**src/rtl/dp_test_sequencer.sv**
```systemverilog
// Double-pulse test sequencer: qualifies bus voltage, then drives one lead/P1/gap/P2/trail pattern on
// the selected gate pair. Optional over-voltage abort to a latched FAULT is enabled by DP_OV_ABORT_EN.
module dp_test_sequencer #(
    parameter logic [15:0] V_LO       = 16'h08B0,
    parameter logic [15:0] V_HI       = 16'h0C0C,
    parameter int          STABLE_CNT = 16,
    parameter logic [15:0] QUAL_TMO   = 16'd40000,
    parameter int          DEAD_CYC   = 50,
    parameter int          T1_CYC     = 500,
    parameter int          GAP_CYC    = 250,
    parameter int          T2_CYC     = 250,
    parameter int          COOL_CYC   = 8000
) (
    input  logic        clk,
    input  logic        sys_rst,
    input  logic        start,
    input  logic        clear,
    input  logic [15:0] volt,
    input  logic        volt_valid,
    output logic        ka_1,
    output logic        ka_2,
    output logic        kb_1,
    output logic        kb_2,
    output logic        busy,
    output logic        done,
    output logic        reject,
    output logic        fault,
    output logic        active_ch
);

    typedef enum logic [3:0] {
        S_IDLE, S_QUAL, S_LEAD, S_P1, S_GAP, S_P2, S_TRAIL, S_COOL, S_FAULT
    } state_t;

    localparam int          STAB_W    = $clog2(STABLE_CNT + 1);
    localparam logic [STAB_W-1:0] STAB_LAST = STAB_W'(STABLE_CNT - 1);
    localparam logic [15:0] QUAL_LD   = QUAL_TMO - 16'd1;
    localparam logic [15:0] DEAD_LD   = 16'(DEAD_CYC - 1);
    localparam logic [15:0] T1_LD     = 16'(T1_CYC - 1);
    localparam logic [15:0] GAP_LD    = 16'(GAP_CYC - 1);
    localparam logic [15:0] T2_LD     = 16'(T2_CYC - 1);
    localparam logic [15:0] COOL_LD   = 16'(COOL_CYC - 1);

    state_t            state_q, state_d;
    logic [15:0]       cnt_q, cnt_d;
    logic [STAB_W-1:0] stab_q, stab_d;
    logic              active_ch_q, active_ch_d;
    logic              done_q, done_d;
    logic              reject_q, reject_d;
    logic              fault_q, fault_d;
    logic              busy_q, busy_d;
    logic              ka_1_q, ka_1_d, ka_2_q, ka_2_d;
    logic              kb_1_q, kb_1_d, kb_2_q, kb_2_d;

    logic              in_win_s;
    logic              cnt_done_s;
    logic              ov_abort_s;
    logic              win_d_s;
    logic              pulse_d_s;

    assign in_win_s   = (volt > V_LO) && (volt <= V_HI);
    assign cnt_done_s = (cnt_q == 16'd0);

`ifdef DP_OV_ABORT_EN
    assign ov_abort_s = volt_valid && (volt > V_HI);
`else
    assign ov_abort_s = 1'b0;
`endif

    // Next-state, duration counter, stability count and registered-output decode.
    always_comb begin
        state_d     = state_q;
        cnt_d       = cnt_done_s ? 16'd0 : (cnt_q - 16'd1);
        stab_d      = stab_q;
        active_ch_d = active_ch_q;
        done_d      = 1'b0;
        reject_d    = 1'b0;

        case (state_q)
            S_IDLE: begin
                if (start) begin
                    state_d = S_QUAL;
                    cnt_d   = QUAL_LD;
                    stab_d  = '0;
                end else begin
                    state_d = S_IDLE;
                end
            end
            S_QUAL: begin
                // Qualifying on the final sample takes priority over a simultaneous timeout.
                if (volt_valid && in_win_s && (stab_q == STAB_LAST)) begin
                    state_d = S_LEAD;
                    cnt_d   = DEAD_LD;
                end else if (cnt_done_s) begin
                    state_d  = S_IDLE;
                    reject_d = 1'b1;
                end else if (volt_valid) begin
                    stab_d = in_win_s ? (stab_q + STAB_W'(1)) : '0;
                end else begin
                    stab_d = stab_q;
                end
            end
            S_LEAD: begin
                if (ov_abort_s)      state_d = S_FAULT;
                else if (cnt_done_s) begin state_d = S_P1; cnt_d = T1_LD; end
                else                 state_d = S_LEAD;
            end
            S_P1: begin
                if (ov_abort_s)      state_d = S_FAULT;
                else if (cnt_done_s) begin state_d = S_GAP; cnt_d = GAP_LD; end
                else                 state_d = S_P1;
            end
            S_GAP: begin
                if (ov_abort_s)      state_d = S_FAULT;
                else if (cnt_done_s) begin state_d = S_P2; cnt_d = T2_LD; end
                else                 state_d = S_GAP;
            end
            S_P2: begin
                if (ov_abort_s)      state_d = S_FAULT;
                else if (cnt_done_s) begin state_d = S_TRAIL; cnt_d = DEAD_LD; end
                else                 state_d = S_P2;
            end
            S_TRAIL: begin
                if (ov_abort_s)      state_d = S_FAULT;
                else if (cnt_done_s) begin state_d = S_COOL; cnt_d = COOL_LD; end
                else                 state_d = S_TRAIL;
            end
            S_COOL: begin
                if (cnt_done_s) begin
                    state_d     = S_IDLE;
                    done_d      = 1'b1;
                    active_ch_d = ~active_ch_q;
                end else begin
                    state_d = S_COOL;
                end
            end
            S_FAULT: begin
                if (clear) state_d = S_IDLE;
                else       state_d = S_FAULT;
            end
            default: state_d = S_IDLE;
        endcase

        // Outputs follow the next state so they line up with the state register.
        win_d_s   = state_d inside {S_LEAD, S_P1, S_GAP, S_P2, S_TRAIL};
        pulse_d_s = state_d inside {S_P1, S_P2};
        ka_2_d    = win_d_s   && !active_ch_q;
        ka_1_d    = pulse_d_s && !active_ch_q;
        kb_2_d    = win_d_s   &&  active_ch_q;
        kb_1_d    = pulse_d_s &&  active_ch_q;
        busy_d    = (state_d != S_IDLE) && (state_d != S_FAULT);
        fault_d   = (state_d == S_FAULT);
    end

    // State and output registers; asynchronous reset drops the gates immediately.
    always_ff @(posedge clk or posedge sys_rst) begin
        if (sys_rst) begin
            state_q     <= S_IDLE;
            cnt_q       <= 16'd0;
            stab_q      <= '0;
            active_ch_q <= 1'b0;
            done_q      <= 1'b0;
            reject_q    <= 1'b0;
            fault_q     <= 1'b0;
            busy_q      <= 1'b0;
            ka_1_q      <= 1'b0;
            ka_2_q      <= 1'b0;
            kb_1_q      <= 1'b0;
            kb_2_q      <= 1'b0;
        end else begin
            state_q     <= state_d;
            cnt_q       <= cnt_d;
            stab_q      <= stab_d;
            active_ch_q <= active_ch_d;
            done_q      <= done_d;
            reject_q    <= reject_d;
            fault_q     <= fault_d;
            busy_q      <= busy_d;
            ka_1_q      <= ka_1_d;
            ka_2_q      <= ka_2_d;
            kb_1_q      <= kb_1_d;
            kb_2_q      <= kb_2_d;
        end
    end

    assign ka_1      = ka_1_q;
    assign ka_2      = ka_2_q;
    assign kb_1      = kb_1_q;
    assign kb_2      = kb_2_q;
    assign busy      = busy_q;
    assign done      = done_q;
    assign reject    = reject_q;
    assign fault     = fault_q;
    assign active_ch = active_ch_q;

endmodule

```
**config.mk**
```make
export PLATFORM = sky130hd
export DESIGN_NAME = dp_test_sequencer
export DESIGN_NICKNAME = d
export VERILOG_FILES = /design/src/rtl/dp_test_sequencer.sv
export SDC_FILE = /design/constraint.sdc
export NUM_CORES = 1
export LEC_CHECK = 0
export ABC_AREA = 1
export ABC_CLOCK_PERIOD_IN_PS = 2200
export CORE_MARGIN = 3
export CORE_UTILIZATION = 56
export DETAILED_ROUTE_END_ITERATION = 16
export PLACE_DENSITY_LB_ADDON = 0.08
export REMOVE_ABC_BUFFERS = 1
export SLEW_MARGIN = 30
export SYNTH_ARGS = -nofsm -noshare
export SYNTH_HDL_FRONTEND = slang
export SYNTH_SLANG_ARGS = --single-unit
```
**constraint.sdc**
```tcl
create_clock -name clk -period 2.2 [get_ports clk]
set_clock_uncertainty 0.2 [all_clocks]
set_input_delay 0.44 -clock clk [delete_from_list [all_inputs] [get_ports clk]]
set_output_delay 0.44 -clock clk [all_outputs]
set_load 0.01 [all_outputs]
```
==> results of run 1 <==
[flip-flops by register name (all words and copies together), names as in the netlist]
register   cells
reject         1
ka_2           1
state_q        4
kb_2           1
active_ch      1
busy           1
ka_1           1
cnt_q         16
stab_q         5
fault          1
kb_1           1
done           1
[tightest hold or removal path, stage by stage (launching register included)]
cell and delay (ns):
dfrtp_1 0.34, nand2_1 0.05, o21ai_0 0.07
[synthesized netlist by cell type]
cell type / n
o21ai_2: 3
o211ai_1: 2
xor2_1: 9
nor2_2: 10
ha_1: 3
nand3b_1: 1
a21oi_2: 1
o21bai_1: 2
o21ai_0: 16
nor3_2: 1
nor2_1: 42
nor4_1: 2
o21a_1: 3
buf_6: 1
nor2_8: 1
nand4_2: 2
dfrtp_1: 34
nand3_4: 1
nor2_4: 7
inv_1: 35
o21ai_1: 1
nor3_1: 10
nand3_1: 19
nand2_4: 2
nand4_1: 6
or2_2: 1
or2_4: 1
a21oi_1: 14
clkinv_1: 1
nand2_1: 77
nand3_2: 2
nand2_2: 7
nor3_4: 1
inv_2: 4
xnor2_1: 3
[report_power, final]
| group | switching [mW] | internal (mW) | leakage (nW) |
|---|---|---|---|
| clock | 0.227 | 0.252 | 0.0482 |
| sequential | 0.135 | 0.774 | 0.440 |
| combinational | 0.970 | 0.560 | 1.02 |
| total | 1.33 | 1.59 | 1.51 |
[what timing repair did]
item	CTS	global route
resized for setup	0	7
endpoints found under the setup margin	0	13
endpoints found under the hold margin	0	0
setup buffers	0	5
[routing by layer]
metal / global-route usage (%) / up-vias / routed length [um]
li1: - / 1168 / -
met2: 42.76 / 84 / 2851
met3: 5.966 / 18 / 373
met1: 29.28 / 1053 / 2359
met4: 8.559 / 0 / 144
met5: 0 / - / 0
[worst min-delay path by stage]
stage	start	end	slack, ns	cells after the start
after floorplan	stab_q[4]$_DFFE_PP0P_	stab_q[4]$_DFFE_PP0P_	0.25	2
after global routing	active_ch$_DFFE_PP0P_	ka_2$_DFF_PP0_	0.33	1
after CTS	stab_q[4]$_DFFE_PP0P_	stab_q[4]$_DFFE_PP0P_	0.31	2
after global placement	stab_q[4]$_DFFE_PP0P_	stab_q[4]$_DFFE_PP0P_	0.27	2
after detailed placement	stab_q[4]$_DFFE_PP0P_	stab_q[4]$_DFFE_PP0P_	0.29	2
final	stab_q[4]$_DFFE_PP0P_	stab_q[4]$_DFFE_PP0P_	0.30	2
[per-stage QoR]
step           instances  setup TNS (ns)
4_1_cts              429               0
5_1_grt              434       -0.004256
3_5_place_dp         421          -2.395
2_1_floorplan        324               0
6_report             434               0
3_3_place_gp         421          -1.041
[layout make-up]
type / count / area share, %
multi-input cells: 250 / 46.02
flip-flops and latches: 34 / 28.32
repair buffers: 52 / 15.41
inverters: 40 / 5.123
clock buffers: 7 / 2.874
well taps: 50 / 2.082
clock inverters: 1 / 0.1666
[cell families (layout without fill, tap and decap cells)]
kind of cell | count (synthesis) | in the layout
DFF | 34 | 34
AOI/OAI and AO/OA | 42 | 42
xor gates and xnor gates | 12 | 12
and+or+nand+nor | 193 | 193
adders and majority gates | 3 | 3
buffers and inverters | 41 | 100
==> results.md, run 1 <==
- WHS: 0.3007 ns
- Number of iterations in the first detailed-routing pass: 6
- WP depth: 10
- Filler Cell Count: 313
- R2r setup slk: 0.14 ns
- Slew Limit Fails: 0
- Req. time, crit path: 2.20 ns
- Die Area: 0.005065 mm2
- GRT Total Usage: 24.53%
- Max Clk Rate: 485.6 MHz
- Layout area overhead: 26.30%
- Post-synth cell types: 35
- Critical path data arrival time: 2.06 ns
- CTS clk-pin slew, worst paths: 0.07 ns
- Relative slew slack: 70.12%
- IO Port Bufs: 29
- Setup Viol. Count Final: 0
- RD Place Congestion: 0.8887
- Reg2reg start: cnt_q[0]$_DFF_PP0_
- Clock latency on the worst-skew pair: 0.29 ns
- Synth Cell Area: 0.002379 mm2
- Core Util, Final: 74.04%
- Synth top area share: 35.77%
- FF/Latch Area: 850.8 um2
- Total core area: 0.004058 mm2
- CP Class: flip-flop to flip-flop
- Peak VDD IR: 0.0004448 V
- Routed wire per std cell: 13.20 um
- Antenna fix cells: 0
- Nets: 407
- Worst setup path end: stab_q[3]$_DFFE_PP0P_
- Initial drt markers: 187
- Sequential-to-total area share from yosys stat: 35.77%
- Status: finished clean
- First-pass GRT wire length: 9.908 mm
- Worst path max stage delay: 0.36 ns
- Tmin final: 2.059 ns
- Cell area after layout: 0.003004 mm2
- Num CTS Buffers: 5
- Compound-Gate Fraction of Synth Area: 10.21%
- Ratio of cells with drive above 1 in the final layout: 20.83%
- # DRC: 0
- Final Hold Vio Count: 0
- Tcrit/Tclk final: 93.61%
- Multi-input logic area: 0.001383 mm2
- Most frequent cells in the layout: 77 x nand2_1, 40 x nor2_1, 35 x inv_1
- ANT nets after route: 0
- Pwr Density: 971.1 mW/mm2
- Final Power: 2.917 mW
- #FFs+latches synth: 34
- Critical path's slowest cell: dfrtp_1
- Final setup margin: 0.1407 ns
- Worst-path maximum fanout: 10
- DP Worst Slack: -0.2475 ns
- Starting density of the core: 58.62%
- Vias after detailed routing: 2,323
- Sink Count: 34
- Xor and xnor fraction of the mapped netlist area: 4.419%
- FF-to-FF path depth: 10
- Number of core rows: 23
- Leakage power: 1.512 nW
- Worst min path class: flip-flop to flip-flop
- Largest net degree at the start of global routing: 35
- CP endpoint kind: flip-flop
- Syn avg cell area: 7.319 um2
- Reg-to-reg critical path endpoint: stab_q[3]$_DFFE_PP0P_
- Measured slew at the worst slew-check pin: 0.4441 ns
- Final HPWL DP: 4.349 mm
- Largest area contributor in the netlist: dfrtp_1
- Adder-Cell Fraction of Synth Area: 1.578%
- Largest family of logic cells by synthesized area: simple AND/OR/NAND/NOR gates
- Mux contribution to synthesized area: 0%
- Number of global-route vias before repair: 2,310
- Die extent in x: 71.17 um
- Syn Inst Count: 325
- Cell mode on critical path: a21oi_1
- Synth Warn #: 0
- Via/cell ratio: 5.353
- Placed inst area: 0.002855 mm2
- Most common cell after layout, fill and taps aside: nand2_1
- CTS max path bufs: 2
- Worst path buffer plus inverter count: 2
- H-tree levels: 2
- Clock Root Buffer: clkbuf_8
- Crit-path leading delay family: simple AND/OR/NAND/NOR gates
- Aggregate routed wire length: 5.728 mm
- CP Cell Sequence: inv_1 > ha_2 > nand2_1 > nor2_4 > nand2_4 > buf_4 > a21oi_1 > a21oi_1 > nand2_2 > o21ai_0
- Die H: 71.17 um
- CP Launch Type: flip-flop
- CTS hold repair buffers: 0
- CTS tree: yes
- Initial antenna violation count: 0
- CP startpoint: cnt_q[0]$_DFF_PP0_
- Main area contributors after synthesis: dfrtp_1 36%, nand2_1 12%, nor2_1 6.6%
- MaxCap Viol Count: 0
- Gr ovfl total: 0
- IO Pins: 30
- Simple-Gate Fraction of Synth Area: 41.24%
Note: power is estimated with default switching activity, not from simulation.
==> run 2, diff against run 1 <==
--- a/config.mk
+++ b/config.mk
@@ -8,7 +8,7 @@
 export ABC_AREA = 1
 export ABC_CLOCK_PERIOD_IN_PS = 2200
 export CORE_MARGIN = 3
-export CORE_UTILIZATION = 56
+export CORE_UTILIZATION = 51
 export DETAILED_ROUTE_END_ITERATION = 16
 export PLACE_DENSITY_LB_ADDON = 0.08
 export REMOVE_ABC_BUFFERS = 1
==> results.md, run 2 (synthesized netlist as in run 1, its figures left out) <==
- Crit-path leading delay family: simple AND/OR/NAND/NOR gates
- Final Hold Vio Count: 0
- Die H: 74.29 um
- CTS hold repair buffers: 0
- WHS Path Cells: 2
- Pwr Density: 977.9 mW/mm2
- Initial drt markers: 99
- Critical path data arrival time: 2.09 ns
- Ratio of cells with drive above 1 in the final layout: 21.82%
- Total core area: 0.004414 mm2
- MaxCap Viol Count: 0
- Most common cell after layout, fill and taps aside: nand2_1
- CP Class: flip-flop to flip-flop
- Filler Cell Count: 385
- RD Place Congestion: 0.8634
- Status: finished clean
- Peak VDD IR: 0.0006141 V
- Number of core rows: 24
- Routed wire per std cell: 12.88 um
- Setup Viol. Count Final: 0
- Most frequent cells in the layout: 76 x nand2_1, 39 x nor2_1, 35 x inv_1
- ANT nets after route: 0
- Num CTS Buffers: 5
- Via/cell ratio: 5.252
- Reg2reg start: cnt_q[0]$_DFF_PP0_
- Starting density of the core: 53.88%
- Layout area overhead: 27.83%
- Largest regs: cnt_q x16, stab_q x5, state_q x4
- CTS tree: yes
- First-pass GRT wire length: 9.252 mm
- Vias after detailed routing: 2,295
- IO Pins: 30
- Number of global-route vias before repair: 2,109
- Measured slew at the worst slew-check pin: 0.4581 ns
- Tmin final: 2.080 ns
- Final HPWL DP: 4.356 mm
- Worst min path class: flip-flop to flip-flop
- Worst path buffer plus inverter count: 3
- Gr ovfl total: 0
- Clock latency on the worst-skew pair: 0.29 ns
- # DRC: 0
- Slew Limit Fails: 0
- FF/Latch Area: 850.8 um2
- Max reg flops: 16
- GRT Total Usage: 21.99%
- IO Port Bufs: 29
- Worst path max stage delay: 0.39 ns
- Aggregate routed wire length: 5.630 mm
- FF-to-FF path depth: 12
- WHS Endpoint: stab_q[4]$_DFFE_PP0P_
- Final setup margin: 0.1199 ns
- Sink Count: 34
- Cell mode on critical path: nor2_4
- Max Clk Rate: 480.7 MHz
- Worst-path maximum fanout: 7
- CP Launch Type: flip-flop
- Leakage power: 1.509 nW
- Number of iterations in the first detailed-routing pass: 5
- Largest reg by FF count: cnt_q
- WP depth: 12
- Critical path's slowest cell: dfrtp_1
- Initial antenna violation count: 0
- CP endpoint kind: flip-flop
- R2r setup slk: 0.12 ns
- Cell area after layout: 0.003040 mm2
- Antenna fix cells: 0
- Hold_sp: stab_q[4]$_DFFE_PP0P_
- WHS: 0.3036 ns
- Reg-to-reg critical path endpoint: kb_1$_DFF_PP0_
- Multi-input logic area: 0.001413 mm2
- Req. time, crit path: 2.21 ns
- Largest net degree at the start of global routing: 35
- Relative slew slack: 69.46%
- CTS max path bufs: 2
- H-tree levels: 2
- Clock Root Buffer: clkbuf_8
- DP Worst Slack: -0.2220 ns
- Nets: 408
- Die extent in x: 74.29 um
- Tcrit/Tclk final: 94.55%
- Die Area: 0.005519 mm2
- CP Cell Sequence: inv_1 > ha_2 > nand3_2 > nor2_4 > nand3_4 > nand2_2 > inv_1 > nor2_4 > inv_2 > nor2_4 > nand3_2 > a21oi_1
- Placed inst area: 0.002858 mm2
- CTS clk-pin slew, worst paths: 0.07 ns
## run 2: cell count changes in the layout (fill, tap and decap cells not counted), moves of 2 or more
cell and change:
a21oi_1 -2, nand3_2 +2, nand3_1 -2, a21oi_2 +2
## run 2: worst max-delay path by stage
stage	from	to	slack [ns]
CTS	cnt_q[0]$_DFF_PP0_	stab_q[0]$_DFFE_PP0P_	0.07
finish	cnt_q[0]$_DFF_PP0_	kb_1$_DFF_PP0_	0.12
global placement	volt[7]	ka_1$_DFF_PP0_	-0.21
global route	cnt_q[0]$_DFF_PP0_	kb_1$_DFF_PP0_	-0.04
detailed placement	volt[7]	ka_1$_DFF_PP0_	-0.22
floorplan	cnt_q[0]$_DFF_PP0_	cnt_q[5]$_DFF_PP0_	0.26
## run 2: final cells by class
type	count	share of cell area [%]
clock buffer	7	2.840
timing repair buffer	53	15.47
tap	52	2.140
multi-input combinational	250	46.46
clock inverter	1	0.1646
inverter	40	4.938
sequential	34	27.98
## run 2: through the flow
| step | total power, mW | utilization [%] | std cells | setup TNS [ns] |
|---|---|---|---|---|
| floorplan | 2.047 | - | 324 | 0 |
| global placement | 2.407 | 64.74 | 423 | -1.233 |
| detailed placement | 2.431 | 64.74 | 423 | -1.959 |
| CTS | 2.924 | 66.81 | 431 | 0 |
| global route | 3.241 | 68.88 | 437 | -0.06117 |
| finish | 2.973 | 68.88 | 437 | 0 |
## run 2: worst min-delay path, cell delays in order (launching register included)
cell and delay (ns):
dfrtp_1 0.35, nand2_1 0.05, o21ai_0 0.06
## run 2: timing repair
action | 4_1_cts | 5_1_grt
setup buffers | 0 | 6
setup endpoints to repair | 0 | 9
gates resized for setup | 0 | 12
## run 2: where the power goes
group / total [mW] / leakage (nW) / internal [mW] / switching [mW]
combinational: 1.57 / 1.02 / 0.596 / 0.978
sequential: 0.910 / 0.440 / 0.773 / 0.136
clock: 0.489 / 0.0482 / 0.253 / 0.236
## run 2: layer usage
metal	track usage, %	wire, um	vias to the layer above	part of all wire (%)
met2	39.47	2882	51	51
met4	6.719	87	0	1.5
met1	26.95	2422	1070	43
met5	0	0	-	0
met3	3.649	238	7	4.2
li1	-	-	1167	-
==> run 3, diff against run 2 <==
--- a/config.mk
+++ b/config.mk
@@ -8,7 +8,7 @@
 export ABC_AREA = 1
 export ABC_CLOCK_PERIOD_IN_PS = 2200
 export CORE_MARGIN = 3
-export CORE_UTILIZATION = 51
+export CORE_UTILIZATION = 55
 export DETAILED_ROUTE_END_ITERATION = 16
 export PLACE_DENSITY_LB_ADDON = 0.08
 export REMOVE_ABC_BUFFERS = 1
==> constraint.sdc (replaced) <==
create_clock -name clk -period 2.2 [get_ports clk]
set_clock_uncertainty 0.2 [all_clocks]
set_input_delay 0.44 -clock clk [delete_from_list [all_inputs] [get_ports clk]]
set_output_delay 0.44 -clock clk [all_outputs]
set_load 0.05 [all_outputs]
==> results.md, run 3 (synthesized netlist as in run 1, its figures left out) <==
- Critical path data arrival time: 1.46 ns
- Final HPWL DP: 4.321 mm
- Worst min path class: flip-flop to flip-flop
- Initial antenna violation count: 0
- Metal2 WL: 2.649 mm
- Pwr Density: 1009 mW/mm2
- WL met1: 2.519 mm
- Number of global-route vias before repair: 2,281
- CP Launch Type: flip-flop
- CTS clk-pin slew, worst paths: 0.07 ns
- Number of iterations in the first detailed-routing pass: 4
- Slew Limit Fails: 0
- Nets: 404
- Starting density of the core: 58.21%
- Clock latency on the worst-skew pair: 0.29 ns
- Routed wire per std cell: 12.90 um
- Setup TNS: 0 ns
- Via/cell ratio: 5.174
- Leakage power: 1.502 nW
- Gr ovfl total: 0
- Number of core rows: 23
- Measured slew at the worst slew-check pin: 0.5232 ns
- Worst path buffer plus inverter count: 1
- Max Clk Rate: 476.1 MHz
- Critical path's slowest cell: clkdlybuf4s50_1
- ANT nets after route: 0
- CTS hold repair buffers: 0
- # DRC: 0
- Worst-path maximum fanout: 1
- Num CTS Buffers: 5
- First-pass GRT wire length: 9.687 mm
- CTS max path bufs: 2
- Largest regs: cnt_q x16, stab_q x5, state_q x4
- Largest net degree at the start of global routing: 35
- Die H: 71.76 um
- CP Cell Sequence: clkdlybuf4s50_1
- Ratio of cells with drive above 1 in the final layout: 19.95%
- Die extent in x: 71.76 um
- CP Class: flip-flop to primary output
- Relative slew slack: 65.01%
- Tmin final: 2.100 ns
- IO Pins: 30
- GRT Total Usage: 24.18%
- Die Area: 0.005150 mm2
- Max reg flops: 16
- Total core area: 0.004086 mm2
- Sink Count: 34
- Req. time, crit path: 1.56 ns
- Layout area overhead: 25.14%
- Aggregate routed wire length: 5.558 mm
- Final Hold Vio Count: 0
- Largest reg by FF count: cnt_q
- Fin cells: 431
- Tcrit/Tclk final: 95.47%
- CP endpoint kind: primary output
- Status: finished clean
- Antenna fix cells: 0
- Most common cell after layout, fill and taps aside: nand2_1
- Worst path max stage delay: 0.82 ns
- CTS tree: yes
- Setup Viol. Count Final: 0
- Initial drt markers: 126
- Placed cells: 421
- Uppermost layer routed: met4
- RD Place Congestion: 0.9047
- MaxCap Viol Count: 0
- H-tree levels: 2
- Vias after detailed routing: 2,230
- Peak VDD IR: 0.0006525 V
- Met3 WL: 246 um
- Crit-path leading delay family: buffers and inverters
- Clock Root Buffer: clkbuf_8
- Most frequent cells in the layout: 77 x nand2_1, 41 x nor2_1, 35 x inv_1
- Unrepaired setup endpoints after global routing: yes
- IO Port Bufs: 29
==> run 3: through the flow <==
step	hold slack (ns)	utilization [%]	total power, mW	setup WS [ns]	cell area (um2)
2_1_floorplan	0.2530	-	2.101	0.2621	2367
3_3_place_gp	0.2800	69.81	2.451	-0.1840	2853
3_5_place_dp	0.2897	69.81	2.484	-0.2154	2853
4_1_cts	0.3047	72.05	2.980	0.08114	2944
5_1_grt	0.3309	72.84	3.257	-0.009002	2977
6_report	0.3088	72.84	3.004	0.09962	2977
==> run 3: repair_timing <==
| action | 4_1_cts | 5_1_grt |
|---|---|---|
| resized for setup | 0 | 7 |
| buffers inserted | 0 | 2 |
| setup endpoints to repair | 0 | 5 |
==> run 3: final timing paths <==
check / startpoint / end / slack [ns] / depth (start not counted)
worst max-delay path: done$_DFF_PP0_ / done / 0.1 / 1
worst min-delay path: stab_q[4]$_DFFE_PP0P_ / stab_q[4]$_DFFE_PP0P_ / 0.31 / 2
worst max register to register: stab_q[0]$_DFFE_PP0P_ / kb_2$_DFF_PP0_ / 0.14 / 13
worst min register to register: stab_q[4]$_DFFE_PP0P_ / stab_q[4]$_DFFE_PP0P_ / 0.31 / 2
max in group asynchronous: sys_rst / stab_q[4]$_DFFE_PP0P_ / 1.15 / 3
min in group asynchronous: sys_rst / fault$_DFF_PP0_ / 0.34 / 3
==> run 3: report_power, final <==
group / internal (mW) / total (mW) / switching (mW)
Clock: 0.253 / 0.488 / 0.235
Sequential: 0.773 / 0.909 / 0.135
Combinational: 0.582 / 1.61 / 1.03
Total: 1.61 / 3.00 / 1.40
==> run 3: metal layers <==
metal,global-route usage (%),up-vias
met4,13.36,0
li1,-,1161
met2,39.80,55
met3,5.610,15
met1,29.12,999
met5,0,-
==> run 3: area by class of cell <==
type | count | area, um2
Tap cell | 50 | 62.56
Multi-Input combinational cell | 250 | 1384
Fill cell | 346 | 1110
Sequential cell | 34 | 850.8
Clock buffer | 7 | 86.33
Timing Repair Buffer | 49 | 437.9
Inverter | 40 | 150.1
Clock inverter | 1 | 5.005
